<file path="config.mk">
export PLATFORM = sky130hd
export DESIGN_NAME = pipe_hazard_ctrl
export DESIGN_NICKNAME = d
export VERILOG_FILES = /design/src/rtl/cpu_pkg.sv /design/src/rtl/fwd_select.sv /design/src/rtl/pipe_hazard_ctrl.sv
export SDC_FILE = /design/constraint.sdc
export NUM_CORES = 1
export LEC_CHECK = 0
export ABC_AREA = 1
export CAP_MARGIN = 20
export CORE_MARGIN = 2
export CORE_UTILIZATION = 50
export DETAILED_ROUTE_END_ITERATION = 12
export GPL_ROUTABILITY_DRIVEN = 0
export PLACE_DENSITY_LB_ADDON = 0.25
export SLEW_MARGIN = 10
export SYNTH_ARGS = -nofsm -noshare
export SYNTH_HDL_FRONTEND = slang
export SYNTH_SLANG_ARGS = --single-unit
</file>
<file path="constraint.sdc">
create_clock -name clk -period 5.4 [get_ports clk]
set_clock_uncertainty 0.05 [all_clocks]
set_input_delay 1.08 -clock clk [delete_from_list [all_inputs] [get_ports clk]]
set_output_delay 1.08 -clock clk [all_outputs]
set_load 0.005 [all_outputs]
</file>
<file path="src/rtl/cpu_pkg.sv">
// Shared pipeline types and constants for the cpu core:
// forwarding encodings, special registers and per-stage tracking info.
package cpu_pkg;

    localparam int REG_AW = 4;

    localparam logic [1:0] FWD_RF  = 2'd0;
    localparam logic [1:0] FWD_MEM = 2'd1;
    localparam logic [1:0] FWD_WB  = 2'd2;

    localparam logic [3:0] REG_PC = 4'd15;
    localparam logic [3:0] REG_LR = 4'd14;

    typedef struct packed {
        logic              valid;
        logic [REG_AW-1:0] rd;
        logic              wr;
        logic              is_load;
        logic [REG_AW-1:0] rn;
        logic              use_rn;
        logic [REG_AW-1:0] rm;
        logic              use_rm;
    } stage_info_t;

endpackage

</file>
<file path="src/rtl/fwd_select.sv">
// Operand forwarding select for one EX source register.
// Compares against the MEM and WB writers; the younger MEM value wins.
module fwd_select
    import cpu_pkg::*;
#(
    parameter int RA_W = REG_AW
) (
    input  logic            src_use,
    input  logic [RA_W-1:0] src,
    input  logic            mem_valid,
    input  logic            mem_wr,
    input  logic            mem_is_load,
    input  logic [RA_W-1:0] mem_rd,
    input  logic            wb_valid,
    input  logic            wb_wr,
    input  logic [RA_W-1:0] wb_rd,
    output logic [1:0]      sel
);

    always_comb begin
        sel = FWD_RF;
        // The PC is read through its own path, never from a stage result.
        if (src_use && (src != RA_W'(REG_PC))) begin
            if (mem_valid && mem_wr && !mem_is_load && (mem_rd == src)) begin
                sel = FWD_MEM;
            end else if (wb_valid && wb_wr && (wb_rd == src)) begin
                sel = FWD_WB;
            end
        end
    end

endmodule

</file>
<file path="src/rtl/pipe_hazard_ctrl.sv">
// 5-stage pipeline sequencer: stalls, flushes, enables and ALU forwarding.
// Tracks EX/MEM/WB destinations to resolve load-use and branch hazards.
module pipe_hazard_ctrl
    import cpu_pkg::*;
#(
    parameter int RA_W           = REG_AW,
    parameter int LOAD_USE_STALL = 1,
    parameter int CNT_W          = 16
) (
    input  logic             clk,
    input  logic             nreset,
    input  logic             id_valid,
    input  logic [RA_W-1:0]  id_rn,
    input  logic [RA_W-1:0]  id_rm,
    input  logic             id_use_rn,
    input  logic             id_use_rm,
    input  logic [RA_W-1:0]  id_rd,
    input  logic             id_wr_rd,
    input  logic             id_is_load,
    input  logic             ex_branch_taken,
    input  logic             ext_stall,
    output logic             pc_en,
    output logic             ifid_en,
    output logic             ifid_flush,
    output logic             idex_flush,
    output logic             pipe_en,
    output logic [1:0]       fwd_a_sel,
    output logic [1:0]       fwd_b_sel,
    output logic [CNT_W-1:0] stall_cnt
);

    localparam logic [1:0] HOLD_INIT = 2'(LOAD_USE_STALL - 1);

    stage_info_t      id_info;
    stage_info_t      ex_q, ex_d;
    stage_info_t      mem_q, mem_d;
    stage_info_t      wb_q, wb_d;
    logic [1:0]       hold_q, hold_d;
    logic [CNT_W-1:0] stall_cnt_q, stall_cnt_d;
    logic             branch;
    logic             load_use;
    logic             bubble;
    logic [1:0]       fwd_a_raw;
    logic [1:0]       fwd_b_raw;
    logic             wb_unused;

    always_comb begin
        id_info         = '0;
        id_info.valid   = id_valid;
        id_info.rd      = id_rd;
        id_info.wr      = id_wr_rd;
        id_info.is_load = id_is_load;
        id_info.rn      = id_rn;
        id_info.use_rn  = id_use_rn;
        id_info.rm      = id_rm;
        id_info.use_rm  = id_use_rm;
    end

    assign branch   = ex_q.valid && ex_branch_taken;
    assign load_use = id_valid && ex_q.valid && ex_q.wr && ex_q.is_load &&
                      ((id_use_rn && (id_rn == ex_q.rd)) ||
                       (id_use_rm && (id_rm == ex_q.rd)));
    // A running hold count keeps ID frozen even though EX is now a bubble.
    assign bubble   = load_use || (hold_q != 2'd0);

    always_comb begin
        pc_en       = 1'b1;
        ifid_en     = 1'b1;
        ifid_flush  = 1'b0;
        idex_flush  = 1'b0;
        pipe_en     = 1'b1;
        hold_d      = hold_q;
        stall_cnt_d = stall_cnt_q;
        if (nreset) begin
            pc_en       = 1'b0;
            ifid_en     = 1'b0;
            ifid_flush  = 1'b1;
            idex_flush  = 1'b1;
            pipe_en     = 1'b0;
            hold_d      = 2'd0;
            stall_cnt_d = '0;
        end else if (ext_stall) begin
            pc_en   = 1'b0;
            ifid_en = 1'b0;
            pipe_en = 1'b0;
        end else if (branch) begin
            ifid_flush = 1'b1;
            idex_flush = 1'b1;
            hold_d     = 2'd0;
        end else if (bubble) begin
            pc_en      = 1'b0;
            ifid_en    = 1'b0;
            idex_flush = 1'b1;
            hold_d     = (hold_q != 2'd0) ? hold_q - 2'd1 : HOLD_INIT;
            if (stall_cnt_q != '1) begin
                stall_cnt_d = stall_cnt_q + CNT_W'(1);
            end
        end
    end

    always_comb begin
        ex_d  = ex_q;
        mem_d = mem_q;
        wb_d  = wb_q;
        if (nreset) begin
            ex_d  = '0;
            mem_d = '0;
            wb_d  = '0;
        end else if (pipe_en) begin
            ex_d  = idex_flush ? '0 : id_info;
            mem_d = ex_q;
            wb_d  = mem_q;
        end
    end

    always_ff @(posedge clk) begin
        ex_q        <= ex_d;
        mem_q       <= mem_d;
        wb_q        <= wb_d;
        hold_q      <= hold_d;
        stall_cnt_q <= stall_cnt_d;
    end

    fwd_select #(.RA_W(RA_W)) u_fwd_a (
        .src_use     (ex_q.use_rn),
        .src         (ex_q.rn),
        .mem_valid   (mem_q.valid),
        .mem_wr      (mem_q.wr),
        .mem_is_load (mem_q.is_load),
        .mem_rd      (mem_q.rd),
        .wb_valid    (wb_q.valid),
        .wb_wr       (wb_q.wr),
        .wb_rd       (wb_q.rd),
        .sel         (fwd_a_raw)
    );

    fwd_select #(.RA_W(RA_W)) u_fwd_b (
        .src_use     (ex_q.use_rm),
        .src         (ex_q.rm),
        .mem_valid   (mem_q.valid),
        .mem_wr      (mem_q.wr),
        .mem_is_load (mem_q.is_load),
        .mem_rd      (mem_q.rd),
        .wb_valid    (wb_q.valid),
        .wb_wr       (wb_q.wr),
        .wb_rd       (wb_q.rd),
        .sel         (fwd_b_raw)
    );

    assign fwd_a_sel = nreset ? FWD_RF : fwd_a_raw;
    assign fwd_b_sel = nreset ? FWD_RF : fwd_b_raw;
    assign stall_cnt = stall_cnt_q;

    // WB is the last tracked stage; its source fields retire unread.
    assign wb_unused = ^{wb_q.is_load, wb_q.rn, wb_q.use_rn,
                         wb_q.rm, wb_q.use_rm};

endmodule

</file>
; ---- After elaboration in Yosys (flattened, before gate mapping)
; Index checks and enable logic that the tools add are counted.
[totals]
ff_bits = 48
in_bits = 21
output_inout_bits = 25
[op_classes]
n_addsub = 2
n_eq_ne = 9
muxes = 25
bitwise = 2
reduce_logical = 23
[ops]
columns = cell, n
row1 = == test 4 bit, 6
row2 = two-way mux 2 bit, 11
row3 = two-way mux 17 bit, 1
row4 = "adder 16 x 1 -> 16 bit, second input constant", 1
row5 = logical AND 1 bit, 16
row6 = "!= test 16 bit, second input constant", 1
row7 = two-way mux 1 bit, 13
row8 = "!= test 4 bit, second input constant", 2
row9 = AND reduction 4 bit, 1
row10 = nonzero test 2 bit, 2
row11 = logical OR 1 bit, 2
row12 = NOT 1 bit, 2
row13 = AND reduction 2 bit, 1
row14 = "subtractor 2 x 1 -> 2 bit, second input constant", 1
row15 = zero test 1 bit, 1

; ---- Logic depth before layout (Yosys ltp)
; Gate-level depths: netlist of the first run.
[logic_depth]
word_depth = 10
depth_mapped = 13
mapped_depth_nobuf = 11

; ---- Modules after synthesis
; A second synthesis of the first run with hierarchy kept.
[unflattened]
cells_unflattened = 466
hier_area_um2 = 2917.8
[modules_own_cells]
columns = mod, n_inst, cells_per_inst, area_per_inst_um2
row1 = pipe_hazard_ctrl, 1, 372, 2519.9
row2 = fwd_select, 2, 47, 198.9

; ---- Worst setup path after synthesis of the first run
; Ideal clock, no wire load.
[synth_path]
path_kind = in2out
startpoint = in id_rn[2]
endpoint = out pc_en
arrival_time_ps = 2155
slack_ps = 2115
path_stages = 12
path_buffers = 3
cell_sequence = inv_1 nand2_1 nand2_1 nor2_1 nand3b_1 nand2_1 nand2_1 nand2_1 buf_4 buf_4 a21oi_1 buf_4
[synth_between]
elab_chain_len = 9
[synth_lines]
columns = item, line
row1 = start: declaration, pipe_hazard_ctrl.sv:13  ; input logic [RA_W-1:0] id_rn,
row2 = == test 4 bit, pipe_hazard_ctrl.sv:61  ; ((id_use_rn && (id_rn == ex_q.rd)) ||
row3 = logical AND 1 bit, pipe_hazard_ctrl.sv:61
row4 = logical OR 1 bit, pipe_hazard_ctrl.sv:61
row5 = logical AND 1 bit, pipe_hazard_ctrl.sv:60  ; assign load_use = id_valid && ex_q.valid && ex_q.wr && ex_q.is_load &&
row6 = logical OR 1 bit, pipe_hazard_ctrl.sv:64  ; assign bubble = load_use || (hold_q != 2'd0);
row7 = two-way mux 1 bit (4 in series), n/a
row8 = end: declaration, pipe_hazard_ctrl.sv:22  ; output logic pc_en,
; Every way passes these cells.

; ---- Worst setup path in the final report of the first run
[layout_path]
startpoint = in nreset
endpoint = out fwd_a_sel[1]
[layout_between]
elab_chain_len = 1
[layout_lines]
columns = item, line
row1 = start: declaration, pipe_hazard_ctrl.sv:11  ; input logic nreset,
row2 = two-way mux 2 bit, pipe_hazard_ctrl.sv:150  ; assign fwd_a_sel = nreset ? FWD_RF : fwd_a_raw;
row3 = end: declaration, pipe_hazard_ctrl.sv:27  ; output logic [1:0] fwd_a_sel,
; Every way passes these cells.

==> results of run 1 <==
Yosys cell counts (all sizes together):
cell,count
nand2,94
inv,53
dfxtp,48
nor2,47
a21oi,43
nand3,32
nand4,25
o21ai,14
xor2,12
buf,10
clkbuf,10
nor3,9
xnor2,7
a211oi,4
nor4,2
a41oi,1
and2,1
clkinv,1
ha,1
nand3b,1
nor3b,1
o22ai,1
power groups by stage:
stage,registers [mW],clock network [mW],logic [mW]
finish,0.370,0.273,0.0753
global route,0.371,0.292,0.0842
CTS,0.370,0.278,0.0753
detailed placement,0.378,0,0.0749
global placement,0.378,0,0.0740
floorplan,0.376,0,0.0454
worst max-delay path: stages:
cell	delay, ns
sky130_fd_sc_hd__clkdlybuf4s50_1	0.62
sky130_fd_sc_hd__inv_1	0.32
sky130_fd_sc_hd__nand2_1	0.09
sky130_fd_sc_hd__a41oi_1	0.21
sky130_fd_sc_hd__nand3_1	0.10
sky130_fd_sc_hd__nor4_1	0.17
sky130_fd_sc_hd__clkdlybuf4s50_1	0.54
flip-flops by register name (all words and copies together), names as in the netlist:
register,flops
ex_q,17
stall_cnt,16
mem_q,7
wb_q,6
hold_q,2
per-stage QoR:
stage          utilization  setup WS, ns  power, mW  instances
3_3_place_gp         0.620          1.16      0.452        519
6_report             0.643          1.15      0.719        527
2_1_floorplan            -          2.12      0.422        417
5_1_grt              0.643         0.939      0.748        527
4_1_cts              0.643          1.15      0.723        527
3_5_place_dp         0.620          1.15      0.453        519
layer usage:
metal / vias to the layer above / part of all wire
met3: 7 / 0.064
met5: - / 0
met2: 94 / 0.46
met1: 1291 / 0.47
met4: 0 / 0.0068
li1: 1433 / -
placed cells by master (no fill, tap or decap), drive strengths merged:
master	synthesis	layout
nand2	94	94
inv	53	53
dfxtp	48	48
nor2	47	47
clkdlybuf4s50	0	45
a21oi	43	43
nand3	32	32
nand4	25	25
o21ai	14	14
xor2	12	12
nor3	9	9
xnor2	7	7
buf	10	7
clkbuf	10	6
a211oi	4	4
nor4	2	2
clkinv	1	2
o22ai	1	1
nor3b	1	1
a41oi	1	1
and2	1	1
nand3b	1	1
ha	1	1
bufinv	0	1
cell families after synthesis:
kind of cell | Yosys count | share of synthesized area
xor+xnor | 19 | 0.0608
fa+ha+maj | 1 | 0.00457
buf+inv | 74 | 0.112
flops | 48 | 0.351
simple gates | 212 | 0.350
compound gates | 63 | 0.122
worst max path at each step:
stage / startpoint / to / depth (start not counted)
after global placement: nreset / fwd_a_sel[1] / 7
after floorplan: id_rn[2] / pc_en / 12
after CTS: nreset / fwd_a_sel[1] / 7
after detailed placement: nreset / fwd_a_sel[1] / 7
after global routing: nreset / fwd_a_sel[1] / 7
final: nreset / fwd_a_sel[1] / 7
final cells by class:
type / instances / area, um2 / area share
clock inverters: 2 / 38.8 / 0.0116
flip-flops and latches: 48 / 961 / 0.287
clock buffers: 6 / 82.6 / 0.0247
repair buffers: 52 / 503 / 0.150
inverters: 54 / 203 / 0.0606
well taps: 70 / 87.6 / 0.0262
multi-input cells: 295 / 1470 / 0.440
==> results.md, run 1 <==
- The run finished with clean final reports.
- The post-cts gate resize count is 0.
- Across all hold checks on the routed design, the worst slack comes to 0.413 ns.
- The number of max-slew violations in the final report came to 0.
- The global routing usage on met1 is 0.321.
- Summing every instance area after synthesis gives 2740 um2.
- Of the total power, the share spent switching nets is 0.237.
- Of the total power, combinational logic draws 0.105.
- In the final timing run, aggregate negative setup slack is 0 ns.
- The most crowded layer after global routing is met2.
- The final HPWL from detailed placement is 4.82 mm.
- The fraction of met2 tracks used by global routing is 0.358.
- The fill cell instance count of the final layout is 493.
- The kind of path behind the tightest hold check is register to register.
- Dividing the final minimum period by the clock period gives 0.788.
- The largest fanout of any net on the critical path is 11.
- STA classifies the critical path endpoint as an output pin.
- A synthesized cell averages 6.57 um2.
- By area the synthesized netlist is led by sky130_fd_sc_hd__dfxtp_1, sky130_fd_sc_hd__nand2_1, sky130_fd_sc_hd__a21oi_1.
- The setup check on the worst reg-to-reg path leaves a slack of 3.32 ns.
- Across the VDD grid, the largest voltage drop is 0.161 mV.
- The number of DRC violations after detailed-routing iteration 0 is 213.
- The worst reg2reg path startpoint is stall_cnt[0].
- The worst path needs 4.25 ns of the cycle, external delays included.
- For this run, the number of Yosys warnings is 0.
- The number of failing setup endpoints in the final timing report is 0.
- The register area share after synthesis is 0.351.
- The number of hold-slack violations in the final timing report is 0.
- The initial cell density of the core is 0.526.
- The clock slew seen by the registers of the worst setup and hold paths is 0.08 ns.
- The remaining global-route overflow is 0.
- Compared with the post-synthesis result, the final layout area differs by 22.2%.
- Max-cap violations in this run came to 0.
- In the final design database the tool counted 478 nets.
- The number of global-route vias before repair is 2496.
- The number of antenna diodes in the final layout is 0.
- The floorplan step defined a die boundary enclosing 6090 um2.
- Pin placement for this block handled 46 I/O pins.
- For this run, design rule violations remaining after detail routing come to 0.
- The routing usage on met3 is 0.0402.
- The total clock sinks is 48.
- The later-pin clock latency in the skew report is 0.30 ns.
- Setup repair after global routing left no endpoint under its margin.
- The share of total power dissipated in sequential elements is 0.515.
- The share of total power dissipated in the clock network is 0.380.
- The number of cells on the worst reg-to-reg path is 9.
- Entering global routing, the biggest net connects 30 pins.
- The end of the worst register-to-register path is stall_cnt[2].
- The post-placement cell area is 3230 um2.
- The data required time at the worst endpoint is 4.27 ns.
- Summed over all instances, the cell type with the most area after synthesis is sky130_fd_sc_hd__dfxtp_1.
- Once detail routing completed, the nets flagged for antenna violations numbered 0.
- Headroom to the max-slew limit came out at 0.656.
- The reported net switching power is 0.171 mW.
- Of the post-synthesis cell area, the dominant cell type holds 0.351.
- The total non-filler cell area in the finished layout is 3350 um2.
- The startpoint class of the critical path is an input pin.
- The number of hold buffers added after CTS is 0.
- The number of search-and-repair iterations in the first detailed-routing pass is 5.
- For this run, the total global-route usage over all layers was measured as 0.227.
- The average detailed-routed wire length per instance is 12.6 um.
- The count of buffers added by post-CTS timing repair for setup is 0.
- The first global-routing pass estimated 11.2 mm of wire.
- The floorplan step set the die height to 78.0 um.
- Counting along the longest clock path gives a buffer depth of 2.
- Of the cells placed in the final design, the portion with a size suffix greater than 1 is 0.0591.
- The number of different library cells used by synthesis comes to 32.
- The startpoint identified for the worst hold timing path is ex_q[5].
- The chip width is 78.0 um.
- The final route contains 2825 vias.
- The clock root buffer master is sky130_fd_sc_hd__clkbuf_8.
- After detailed routing, the number of vias per cell comes to 5.36.
- The number of buffers created by CTS is 5.
- For the pin with the worst max-slew slack, the measured transition is 0.515 ns.
- The number of synthesized register bits is 48.
- Input and output buffers added on the ports amount to 45.
- The initial antenna violation count is 0.
- The data arrival time of the critical path is 3.12 ns.
- The number of nets handed over by synthesis was 439.
- The total number of H-tree levels is 2.
- The internal power consumption is 0.548 mW.
- The floorplan has 26 rows.
- The worst hold path passes through 2 cells.
- The instance count of the mapped netlist is 417.
- After floorplanning, the core was sized to cover 5200 um2.
- The CTS tree is done.
- The achievable clock frequency is 0.235 GHz.
- The wire length after detailed routing is 6.65 mm.
- The worst hold path terminates at ex_q[5].
- The standby leakage power is 1.27 nW.
- The type of the worst setup path is input pin to output pin.
- The power per standard cell area is 215 nW/um2.
Power figures use the tool's default switching activity.
==> run 2: changes to the inputs <==
- clock period: 5.4 -> 4.35 ns (I/O delays scaled with it)
==> run 2 against run 1 <==
Against the previous run: count of clock-buffer cells in the layout shrank 1; combinational power grew 25%; critical path depth grew 4; clock power grew 18%; critical endpoint is now pc_en; core utilization shrank 0.19 points; non-clock buffer count is the same; die area is the same; cell area shrank 0.30%.
==> results.md, run 2 (synthesized netlist as in run 1, its figures left out) <==
- The normalized max-slew margin is 0.673 (+0.0175).
- The critical path is of the input pin to output pin type.
- The number of hold buffers added after CTS came to 0 (unchanged).
- The max-capacitance violation count is 0 (unchanged).
- Relative to the synthesized area, the layout overhead comes to 21.8%.
- The final cell utilization of the core is 0.641 (-0.00192).
- Setup repair after global routing left no endpoint under its margin.
- The most common library cell in the layout ignoring fill and taps is sky130_fd_sc_hd__nand2_1.
- The root buffer cell chosen for the clock tree is sky130_fd_sc_hd__clkbuf_8.
- The fill cell instance count of the final layout is 508 (+3.0%).
- The number of placed I/O pins is 46 (unchanged).
- The data required time at the worst endpoint is 3.43 ns (-0.84 ns).
- The number of port buffers was 45 (unchanged).
- The worst hold path depth was 2 (unchanged).
- The number of vias per cell is 5.19 (-3.2%).
- The number of DRC violations after detailed-routing iteration 0 was 190 (-11%).
- The total number of H-tree levels is 2 (unchanged).
- The actual transition at the worst max-transition pin is 0.486 ns (-0.0280 ns).
- The multi-input logic area is 1470 um2 (unchanged).
- The average detailed-routed wire length per instance is 12.2 um (-3.2%).
- The final sum of negative setup slack is 0 ns (unchanged).
- The global-route wire length before repair is 11.4 mm (+1.9%).
- The area of the core is 5200 um2 (unchanged).
- The worst hold slack after final layout is 0.428 ns (+0.0144 ns).
- The power per standard cell area is 263 nW/um2 (+22%).
- The number of hold-slack violations in the final timing report is 0 (unchanged).
- The worst reg2reg path depth came to 9 (unchanged).
- The post-cts gate resize count is 0 (unchanged).
- The maximum number of pins on one net before global-route repair is 34 (+13%).
- The die footprint was 6090 um2 (unchanged).
- TritonCTS built the clock tree.
- The chip width was 78.0 um (unchanged).
- The worst setup path is captured at an output pin.
- The total clock sinks is 48 (unchanged).
- Subtracting the final worst setup slack from the clock period gives 3.68 ns.
- The number of buffers between clock root and the deepest sink is 2 (unchanged).
- The number of DRC violations after detailed routing was 0 (unchanged).
- The post-placement cell area was 3230 um2 (unchanged).
- The via count is 2736 (-3.2%).
- The remaining global-route overflow was 0 (unchanged).
- The number of buffers created by CTS came to 5 (unchanged).
- Of the available clock period, the critical path in the final layout requires 0.846.
- The standby leakage power is 1.26 nW (-0.52%).
- The number of failing setup endpoints in the final timing report was 0 (unchanged).
- The clock slew seen by the registers of the worst setup and hold paths was 0.09 ns (about the same).
- The wire length after detailed routing is 6.44 mm (-3.2%).
- The count of antenna-violating nets left after detailed routing came to 0 (unchanged).
- The slack of the worst reg-to-reg path came to 2.30 ns (-1.02 ns).
- The height of the chip is 78.0 um (unchanged).
- The run finished with clean final reports.
- The largest fanout of any net on the critical path came to 19 (+8).
- The number of max-slew violations in the final report is 0 (unchanged).
- The sequential cell area in the final layout is 961 um2 (unchanged).
- The data arrival time of the critical path is 2.76 ns (-0.36 ns).
- The register bank with the most flops is ex_q.
- The final HPWL from detailed placement is 4.75 mm (-1.3%).
- The achievable clock frequency is 0.272 GHz.
- The initial antenna violation count is 0 (unchanged).
- The tightest min-delay check is of the register to register type.
- The number of search-and-repair iterations in the first detailed-routing pass is 4 (-1).
- The initial cell density of the core is 0.526 (unchanged).
- The worst voltage drop across the vdd grid is 0.142 mV (-12%).
- The number of global-route vias before repair was 2457 (-1.6%).
- The post-layout net count is 478 (unchanged).
- The row count is 26 (unchanged).
- The global-route total usage across every layer is 0.231 (+0.00446).
- The ratio of cells with drive above 1 in the final layout is 0.0591 (unchanged).
- The total inserted antenna cells is 0 (unchanged).
- The total non-filler cell area in the finished layout is 3340 um2 (-0.30%).
- The count of buffers added by post-CTS timing repair for setup is 0 (unchanged).
- The number of flip-flops in the largest register is 17 (unchanged).
- The overall power was 0.876 mW (+22%).
- STA classifies the critical path startpoint as an input pin.
- The later-pin clock latency in the skew report is 0.30 ns (about the same).
- In the layout the commonest cells are sky130_fd_sc_hd__nand2_1, sky130_fd_sc_hd__dfxtp_1, sky130_fd_sc_hd__nor2_1, sky130_fd_sc_hd__inv_1, sky130_fd_sc_hd__clkdlybuf4s50_1.
run 2: where the power goes:
part | leakage (nW) | total, mW | switching, mW | internal (mW)
combinational | 0.816 | 0.0942 | 0.0510 | 0.0433
sequential | 0.390 | 0.459 | 0.00963 | 0.450
clock | 0.0541 | 0.323 | 0.153 | 0.170
total | 1.26 | 0.876 | 0.213 | 0.663
run 2: per-stage QoR:
step / std cells / worst slack [ns]
floorplan: 417 / 1.49
global placement: 519 / 0.700
detailed placement: 519 / 0.685
CTS: 527 / 0.667
global route: 527 / 0.514
finish: 527 / 0.672
run 2: path summary, 6_finish.rpt:
path                                    from            to
worst max-delay path                id_rn[0]         pc_en
worst min-delay path                ex_q[11]      ex_q[11]
worst max register to register  stall_cnt[0]  stall_cnt[4]
worst min register to register      ex_q[11]      ex_q[11]
run 2: cell type report:
type | instances | area share
clock buffers | 5 | 0.0206
multi-input cells | 295 | 0.441
flip-flops and latches | 48 | 0.288
repair buffers | 52 | 0.151
clock inverters | 3 | 0.0127
inverters | 54 | 0.0607
well taps | 70 | 0.0262
run 2: critical path, stage by stage:
cell and delay (ns):
sky130_fd_sc_hd__clkdlybuf4s50_1 0.51, sky130_fd_sc_hd__nand2_1 0.07, sky130_fd_sc_hd__nand2_1 0.06, sky130_fd_sc_hd__nor2_1 0.04, sky130_fd_sc_hd__nand3b_1 0.08, sky130_fd_sc_hd__nand2_1 0.05
sky130_fd_sc_hd__nand2_1 0.05, sky130_fd_sc_hd__nand2_1 0.07, sky130_fd_sc_hd__buf_4 0.21, sky130_fd_sc_hd__a21oi_1 0.20, sky130_fd_sc_hd__clkdlybuf4s50_1 0.54
run 2: routing by layer:
metal | up-vias | GRT usage | routed length, um
met5 | - | 0 | 0
met4 | 0 | 0.0526 | 31
met3 | 2 | 0.0448 | 359
met2 | 73 | 0.350 | 2890
met1 | 1223 | 0.342 | 3160
li1 | 1438 | - | -
